$ cat src/rtl/popcount_batch_ctrl_pkg.sv
// Shared types and helpers for the popcount batch controller.
package popcount_pkg;

    typedef enum logic [2:0] {
        IDLE,
        GO,
        WAIT_CLR,
        WAIT_DONE,
        EMIT
    } state_t;

    function automatic int unsigned cnt_width(input int unsigned w);
        return $clog2(w + 1);
    endfunction

endpackage

$ cat src/rtl/popcount_batch_ctrl.sv
// Batch controller around a go/done count-ones unit: feeds one word at a time,
// accumulates BATCH_LEN popcounts and emits a total, aborting on a hung counter.
module popcount_batch_ctrl
    import popcount_pkg::*;
#(
    parameter int unsigned INPUT_WIDTH = 32,
    parameter int unsigned BATCH_LEN   = 16,
    parameter int unsigned TIMEOUT     = INPUT_WIDTH * 5,
    localparam int unsigned CNT_WIDTH  = cnt_width(INPUT_WIDTH),
    localparam int unsigned SUM_WIDTH  = $clog2(INPUT_WIDTH * BATCH_LEN + 1),
    localparam int unsigned WCNT_WIDTH = $clog2(BATCH_LEN + 1)
) (
    input  logic                   clk,
    input  logic                   rst,
    input  logic                   in_valid,
    output logic                   in_ready,
    input  logic [INPUT_WIDTH-1:0] in_data,
    output logic                   cnt_go,
    output logic [INPUT_WIDTH-1:0] cnt_in,
    input  logic                   cnt_done,
    input  logic [CNT_WIDTH-1:0]   cnt_out,
    output logic                   out_valid,
    input  logic                   out_ready,
    output logic [SUM_WIDTH-1:0]   out_sum,
    output logic [WCNT_WIDTH-1:0]  out_words,
    output logic                   out_err
);

    localparam int unsigned TMR_WIDTH = $clog2(TIMEOUT + 1);

    state_t                  state, state_nx;
    logic [INPUT_WIDTH-1:0]  word_r;
    logic [SUM_WIDTH-1:0]    sum;
    logic [WCNT_WIDTH-1:0]   words;
    logic [TMR_WIDTH-1:0]    timer;
    logic                    err;
    logic                    last_word;
    logic                    expired;

    assign last_word = (words == WCNT_WIDTH'(BATCH_LEN - 1));
    assign expired   = (timer == TMR_WIDTH'(TIMEOUT - 1));

    always_comb begin
        state_nx = state;
        case (state)
            IDLE:      if (in_valid) state_nx = GO;
            GO:        state_nx = WAIT_CLR;
            WAIT_CLR:  state_nx = WAIT_DONE;
            WAIT_DONE: begin
                if (cnt_done)     state_nx = last_word ? EMIT : IDLE;
                else if (expired) state_nx = EMIT;
            end
            EMIT:      if (out_ready) state_nx = IDLE;
            default:   state_nx = IDLE;
        endcase
    end

    always_ff @(posedge clk or negedge rst) begin
        if (!rst) state <= IDLE;
        else      state <= state_nx;
    end

    // done takes priority over watchdog expiry in the same cycle
    always_ff @(posedge clk or negedge rst) begin
        if (!rst) begin
            word_r <= '0;
            sum    <= '0;
            words  <= '0;
            timer  <= '0;
            err    <= 1'b0;
        end else begin
            case (state)
                IDLE:      if (in_valid) word_r <= in_data;
                GO:        timer <= '0;
                WAIT_CLR:  timer <= timer + TMR_WIDTH'(1);
                WAIT_DONE: begin
                    if (cnt_done) begin
                        sum   <= sum + SUM_WIDTH'(cnt_out);
                        words <= words + WCNT_WIDTH'(1);
                    end else if (expired) begin
                        err <= 1'b1;
                    end else begin
                        timer <= timer + TMR_WIDTH'(1);
                    end
                end
                EMIT: begin
                    if (out_ready) begin
                        sum   <= '0;
                        words <= '0;
                        err   <= 1'b0;
                    end
                end
                default: ;
            endcase
        end
    end

    assign in_ready  = (state == IDLE);
    assign cnt_go    = (state == GO);
    assign cnt_in    = word_r;
    assign out_valid = (state == EMIT);
    assign out_sum   = sum;
    assign out_words = words;
    assign out_err   = err;

endmodule

$ cat config.mk
export PLATFORM = sky130hd
export DESIGN_NAME = popcount_batch_ctrl
export DESIGN_NICKNAME = d
export VERILOG_FILES = /design/src/rtl/popcount_batch_ctrl_pkg.sv /design/src/rtl/popcount_batch_ctrl.sv
export SDC_FILE = /design/constraint.sdc
export NUM_CORES = 1
export LEC_CHECK = 0
export CAP_MARGIN = 20
export CORE_AREA = 2 2 73 93
export DETAILED_ROUTE_END_ITERATION = 10
export DIE_AREA = 0 0 75 95
export PLACE_DENSITY = 0.79
export SETUP_SLACK_MARGIN = 0.5
export SYNTH_ARGS = -nofsm -noshare
export SYNTH_HDL_FRONTEND = slang
export SYNTH_SLANG_ARGS = --single-unit
$ cat constraint.sdc
create_clock -name clk -period 2.3 [get_ports clk]
set_input_delay 0.46 -clock clk [delete_from_list [all_inputs] [get_ports clk]]
set_output_delay 0.46 -clock clk [all_outputs]
set_load 0.02 [all_outputs]
==> flow_metrics.py, run 1 <==
metrics = {
    "outcome": {
        "outcome": "completed",
    },
    "sta": {
        "skew_ps": 7.97,
        "setup_violations": 0,
        "drv_slew": 0,
        "timing.final.crit_share": 0.771,
        "maxSlewHeadroom": 0.732,
        "min_period_ps": 1770,
        "rsz0062_at_grt": "yes",
        "fmax_mhz": 564,
        "tightest_slew_ps": 403,
        "final_hold_viol_count": 0,
    },
    "grt": {
        "gr-total-overflow": 0,
        "track_usage": 0.192,
        "grt_max_degree": 34,
        "antenna_found_initial": 0,
        "grt_pass1_vias": 2248,
        "grt_pass1_wl_um": 10300,
    },
    "layout": {
        "stdcell_count": 436,
        "final_util": 0.662,
        "fin_nets": 398,
        "area_growth_pct": 50.0,
        "drive_gt1_frac": 0.261,
        "final_common_cell": "clkdlybuf4s50_1",
        "final_cell_mix": "clkdlybuf4s50_1, dfrtp_1, mux2_2",
        "n_antenna_cell": 0,
    },
    "synthesis": {
        "netlist_area_um2": 2790,
        "synthTopCellsByArea": "dfrtp_1, mux2_2, ha_1",
        "synth_nets": 290,
        "synth-seq-area-share": 0.530,
        "yosysTopAreaCellShare": 0.530,
        "syn_inst": 237,
        "async_flop_share": 1.00,
        "synth-edff-count": 0,
        "ys_ff_latch": 59,
        "ys.flop_type": "dfrtp_1",
        "avgSynthCellArea_um2": 11.8,
        "yosysUniqueCellTypes": 43,
        "synth_warnings": 0,
        "synth.largest_area_cell": "dfrtp_1",
    },
    "detailed_routing": {
        "wire_per_inst_um": 14.8,
        "routed_wl_um": 6450,
        "firstDrtPassIters": 4,
        "drt_iter0_markers": 99,
        "ant_nets": 0,
        "vias": 2252,
        "routed_via_density": 5.17,
        "drc": 0,
    },
    "clock_network": {
        "clkSinkCount": 59,
        "cts_tree": "built",
        "clockBufferDepth": 2,
        "postCtsHoldBufs": 0,
        "cts_made_buffers": 9,
        "clk_latency_ps": 340,
        "root_buffer": "clkbuf_8",
        "path_clk_slew_ps": 70,
        "cts-htree-levels": 3,
    },
    "power": {
        "clkPwrFrac": 0.168,
        "pwr-share-seq": 0.328,
        "switching_share": 0.380,
        "pwr_density_cell_nw_per_um2": 1310,
        "finalPower_w": 0.00548,
        "p_leak_nw": 1.92,
        "p_sw_w": 0.00209,
        "power_frac_comb": 0.504,
        "cell_internal_pwr_w": 0.00340,
        "ir_drop_v": 0.000807,
    },
    "die": {
        "start_util": 0.441,
        "io_pins": 94,
        "rows": 33,
        "die_x_um": 75,
        "core_um2": 6320,
        "die_h_um": 95,
        "die_area_um2": 7130,
    },
    "placement": {
        "port-buffer-count": 93,
        "place_congestion": 0.776,
        "hpwl_um": 4570,
        "dp.cells": 416,
    },
    "worst_setup_path": {
        "path_cells": "nor3_4 > clkdlybuf4s15_2",
        "reg2reg_depth": 6,
        "cp-end-kind": "output pin",
        "crit_path_max_fanout": 6,
        "worstSetupEndpoint": "in_ready",
        "critPathTopFamily": "flip-flops",
        "startpoint_type": "flop",
        "crit_arrival_ps": 1310,
        "r2r_end": "out_sum[8]",
        "crit_path_start": "state[0]",
        "worst_path_max_delay_cell": "dfrtp_2",
        "path_depth": 2,
        "r2r_start": "state[1]",
        "reg2reg_slack_ps": 530,
        "worst-path-buf-inv": 1,
        "cp.required_ps": 1840,
        "worstSetupPathType": "reg -> out",
        "slowest_delay_ps": 480,
    },
    "worst_hold_path": {
        "hp-class": "in -> async",
    },
    "job": {
        "drv_cap": 0,
    },
}
power by group through the flow:
| stage | combinational [W] | clock (W) | sequential [W] |
|---|---|---|---|
| floorplan | 0.00113 | 0 | 0.00221 |
| global placement | 0.00267 | 0 | 0.00178 |
| detailed placement | 0.00272 | 0 | 0.00180 |
| CTS | 0.00276 | 0.000938 | 0.00178 |
| global route | 0.00299 | 0.000989 | 0.00185 |
| finish | 0.00277 | 0.000923 | 0.00180 |
logic make-up (layout without fill, tap and decap cells):
family,after synthesis,in the layout,synth area share
buffers and inverters,16,128,0.0292
adder cells (fa/ha/maj),10,10,0.0476
AO/OA/AOI/OAI,40,40,0.0884
multiplexers,39,39,0.155
flip-flops,59,59,0.530
AND/OR/NAND/NOR,67,67,0.132
XOR/XNOR,6,6,0.0189
worst register-to-register path: cells and delay by family, from the launching register on:
family	cells	cell delay [ps]
buffers and inverters	2	260
DFF	1	440
AOI/OAI and AO/OA	1	140
and+or+nand+nor	3	850
cell type report:
class / count / area [um2]
clock buffer: 9 / 124
clock inverter: 6 / 66.3
fill: 530 / 2140
inverter: 7 / 26.3
multi-input combinational: 162 / 1330
sequential: 59 / 1480
tap: 87 / 109
timing repair buffer: 106 / 1040
synth_stat cells, drive strengths merged (3+ instances only):
library cell	instances
o2111ai	3
xor2	3
ha	9
clkbuf	3
nor2	6
a21oi	9
or3	3
mux2i	6
xnor2	3
inv	7
nand3	15
mux2	33
and3	3
o21ai	15
o31ai	3
or2	4
buf	6
nand2	21
dfrtp	59
worst min path at each step:
stage               startpoint    endpoint  slack, ps
finish                     rst  out_sum[2]         20
global route               rst  out_sum[3]         40
CTS                        rst  out_sum[2]         20
detailed placement         rst  out_sum[2]        390
global placement           rst  out_sum[2]        380
floorplan                  rst   cnt_in[0]        160
metal layers:
metal	wire [um]	GRT usage
met1	2590	0.229
met2	3510	0.327
met3	198	0.0256
met4	157	0.106
met5	0	0
through the flow:
step	worst slack (ps)	setup TNS, ps	instance area, um2	hold WS, ps
2_1_floorplan	503	0	2800	164
3_3_place_gp	56.4	0	3860	384
3_5_place_dp	-6.06	-6.06	3860	386
4_1_cts	472	0	4100	21.2
5_1_grt	436	0	4180	39.5
6_report	526	0	4180	19.9
sequential cells by signal (all words and copies together), names as in the netlist:
name       count
state          3
out_words      5
out_sum       10
cnt_in        32
timer          8
out_err        1
repair_timing:
| action | in CTS | in global routing |
|---|---|---|
| setup buffers | 5 | 0 |
| endpoints found under the setup margin | 18 | 21 |
| pin swaps | 8 | 2 |
| resized for setup | 35 | 24 |
No activity file was read; power rests on OpenSTA's default activity.
==> run 2, diff against run 1 <==
clock period = 1.75 ns   (was 2.3 ns; I/O delays follow)
==> flow_metrics.py, run 2 (same netlist as run 1, synthesis figures left out) <==
metrics = {
    "outcome": {
        "outcome": "completed",
    },
    "sta": {
        "timing.final.crit_share": 0.988,
        "tightest_slew_ps": 420,
        "skew_ps": 5.97,
        "maxSlewHeadroom": 0.719,
        "rsz0062_at_grt": "yes",
        "drv_slew": 0,
        "setup_violations": 0,
        "fmax_mhz": 578,
        "tns_ps": 0,
        "final_hold_viol_count": 0,
        "min_period_ps": 1730,
    },
    "power": {
        "p_leak_nw": 2.35,
        "cell_internal_pwr_w": 0.00583,
        "power_frac_comb": 0.618,
        "pwr_density_cell_nw_per_um2": 1810,
        "ir_drop_v": 0.00114,
        "pwr-share-seq": 0.261,
        "clkPwrFrac": 0.122,
        "p_sw_w": 0.00354,
        "switching_share": 0.378,
    },
    "worst_setup_path": {
        "slowest_delay_ps": 430,
        "r2r_start": "state[1]",
        "cp-end-kind": "output pin",
        "worstSetupPathType": "reg -> out",
        "crit_arrival_ps": 1380,
        "path_cells": "buf_6 > nor3_4 > buf_4 > buf_6",
        "worst_path_max_delay_cell": "dfrtp_1",
        "startpoint_type": "flop",
        "reg2reg_slack_ps": 30,
        "crit_path_max_fanout": 3,
        "cpMostUsedCell": "buf_6",
        "cp.required_ps": 1400,
        "crit_path_start": "state[1]",
    },
    "layout": {
        "seq_area_um2": 1490,
        "n_antenna_cell": 0,
        "nFillCells": 350,
        "final_util": 0.819,
        "final_common_cell": "buf_4",
        "fin_nets": 461,
        "area_growth_pct": 85.6,
        "final_cell_mix": "buf_4, dfrtp_1, buf_6",
        "largest_reg_flops": 32,
        "multi_input_area_um2": 1740,
        "drive_gt1_frac": 0.591,
        "postLayoutCellArea_um2": 5170,
    },
    "placement": {
        "hpwl_um": 4970,
        "place_congestion": 0.802,
        "port-buffer-count": 93,
        "placed_area_um2": 4210,
    },
    "clock_network": {
        "clkSinkCount": 59,
        "root_buffer": "clkbuf_8",
        "clk_latency_ps": 340,
        "clockBufferDepth": 2,
        "path_clk_slew_ps": 70,
        "cts_made_buffers": 9,
        "cts_tree": "built",
        "postCtsHoldBufs": 0,
        "cts-htree-levels": 3,
    },
    "detailed_routing": {
        "drt_iter0_markers": 127,
        "vias": 2636,
        "wire_per_inst_um": 17.9,
        "firstDrtPassIters": 4,
        "drc": 0,
        "routed_via_density": 5.27,
        "ant_nets": 0,
        "routed_wl_um": 8930,
    },
    "grt": {
        "gr-total-overflow": 0,
        "antenna_found_initial": 0,
        "grt_pass1_vias": 2532,
        "track_usage": 0.232,
        "grt_pass1_wl_um": 12400,
        "grt_max_degree": 60,
    },
    "die": {
        "die_x_um": 75,
        "die_area_um2": 7130,
        "start_util": 0.441,
        "io_pins": 94,
        "die_h_um": 95,
        "rows": 33,
        "core_um2": 6320,
    },
    "job": {
        "drv_cap": 0,
    },
    "worst_hold_path": {
        "hp-class": "in -> async",
    },
}
-- run 2: cell types whose count changed in the layout (fill, tap and decap cells not counted), sizes merged, moves of 4 or more --
| cell | delta |
|---|---|
| buf | +110 |
| clkbuf | +4 |
| clkdlybuf4s50 | -27 |
| dlygate4sd2 | -11 |
| dlymetal6s2s | -10 |
-- run 2: final timing paths --
kind                               to  cells after the start
min reg2reg                cnt_in[14]                      1
max reg2reg                  timer[6]                      7
min                        cnt_in[25]                      2
max                          in_ready                      4
max in group asynchronous    timer[3]                      2
min in group clk           out_sum[5]                      4
-- run 2: area by class of cell --
cell class	instances	share of cell area
Multi-Input combinational cell	163	0.336
Timing Repair Buffer	168	0.315
Sequential cell	59	0.288
Clock buffer	12	0.0300
Tap cell	87	0.0210
Inverter	7	0.00556
Clock inverter	4	0.00484
-- run 2: timing repair --
item                                   CTS  global route
buffers inserted                        24            23
setup endpoints to repair              110            98
gates resized for setup                275            82
cloned                                   4             1
endpoints found under the hold margin    0             0
pin swaps                               21            20
-- run 2: metal layers --
metal  global-route usage  routed length, um
met1                0.276               3500
met5                    0                  0
met2                0.404               4830
met3               0.0427                429
met4               0.0967                177
-- run 2: power by group through the flow --
stage	clock network [W]	registers, W	logic (W)
finish	0.00114	0.00244	0.00579
global route	0.00121	0.00250	0.00614
global placement	0	0.00237	0.00419
floorplan	0	0.00296	0.00196
detailed placement	0	0.00241	0.00427
CTS	0.00114	0.00238	0.00468
-- run 2: worst max-delay path: cells and delay by family, from the launching register on --
kind | cells | cell delay, ps
buf+inv | 3 | 400
flops | 1 | 430
simple gates | 1 | 200
-- run 2: stage by stage --
stage	setup slack, ps	power (W)	cells	hold slack, ps
2_1_floorplan	80.2	0.00492	237	54.4
6_report	20.4	0.00937	500	4.41
3_5_place_dp	-319	0.00668	432	378
5_1_grt	-10.1	0.00985	500	34.1
3_3_place_gp	-257	0.00656	432	378
4_1_cts	59.5	0.00820	476	19.0
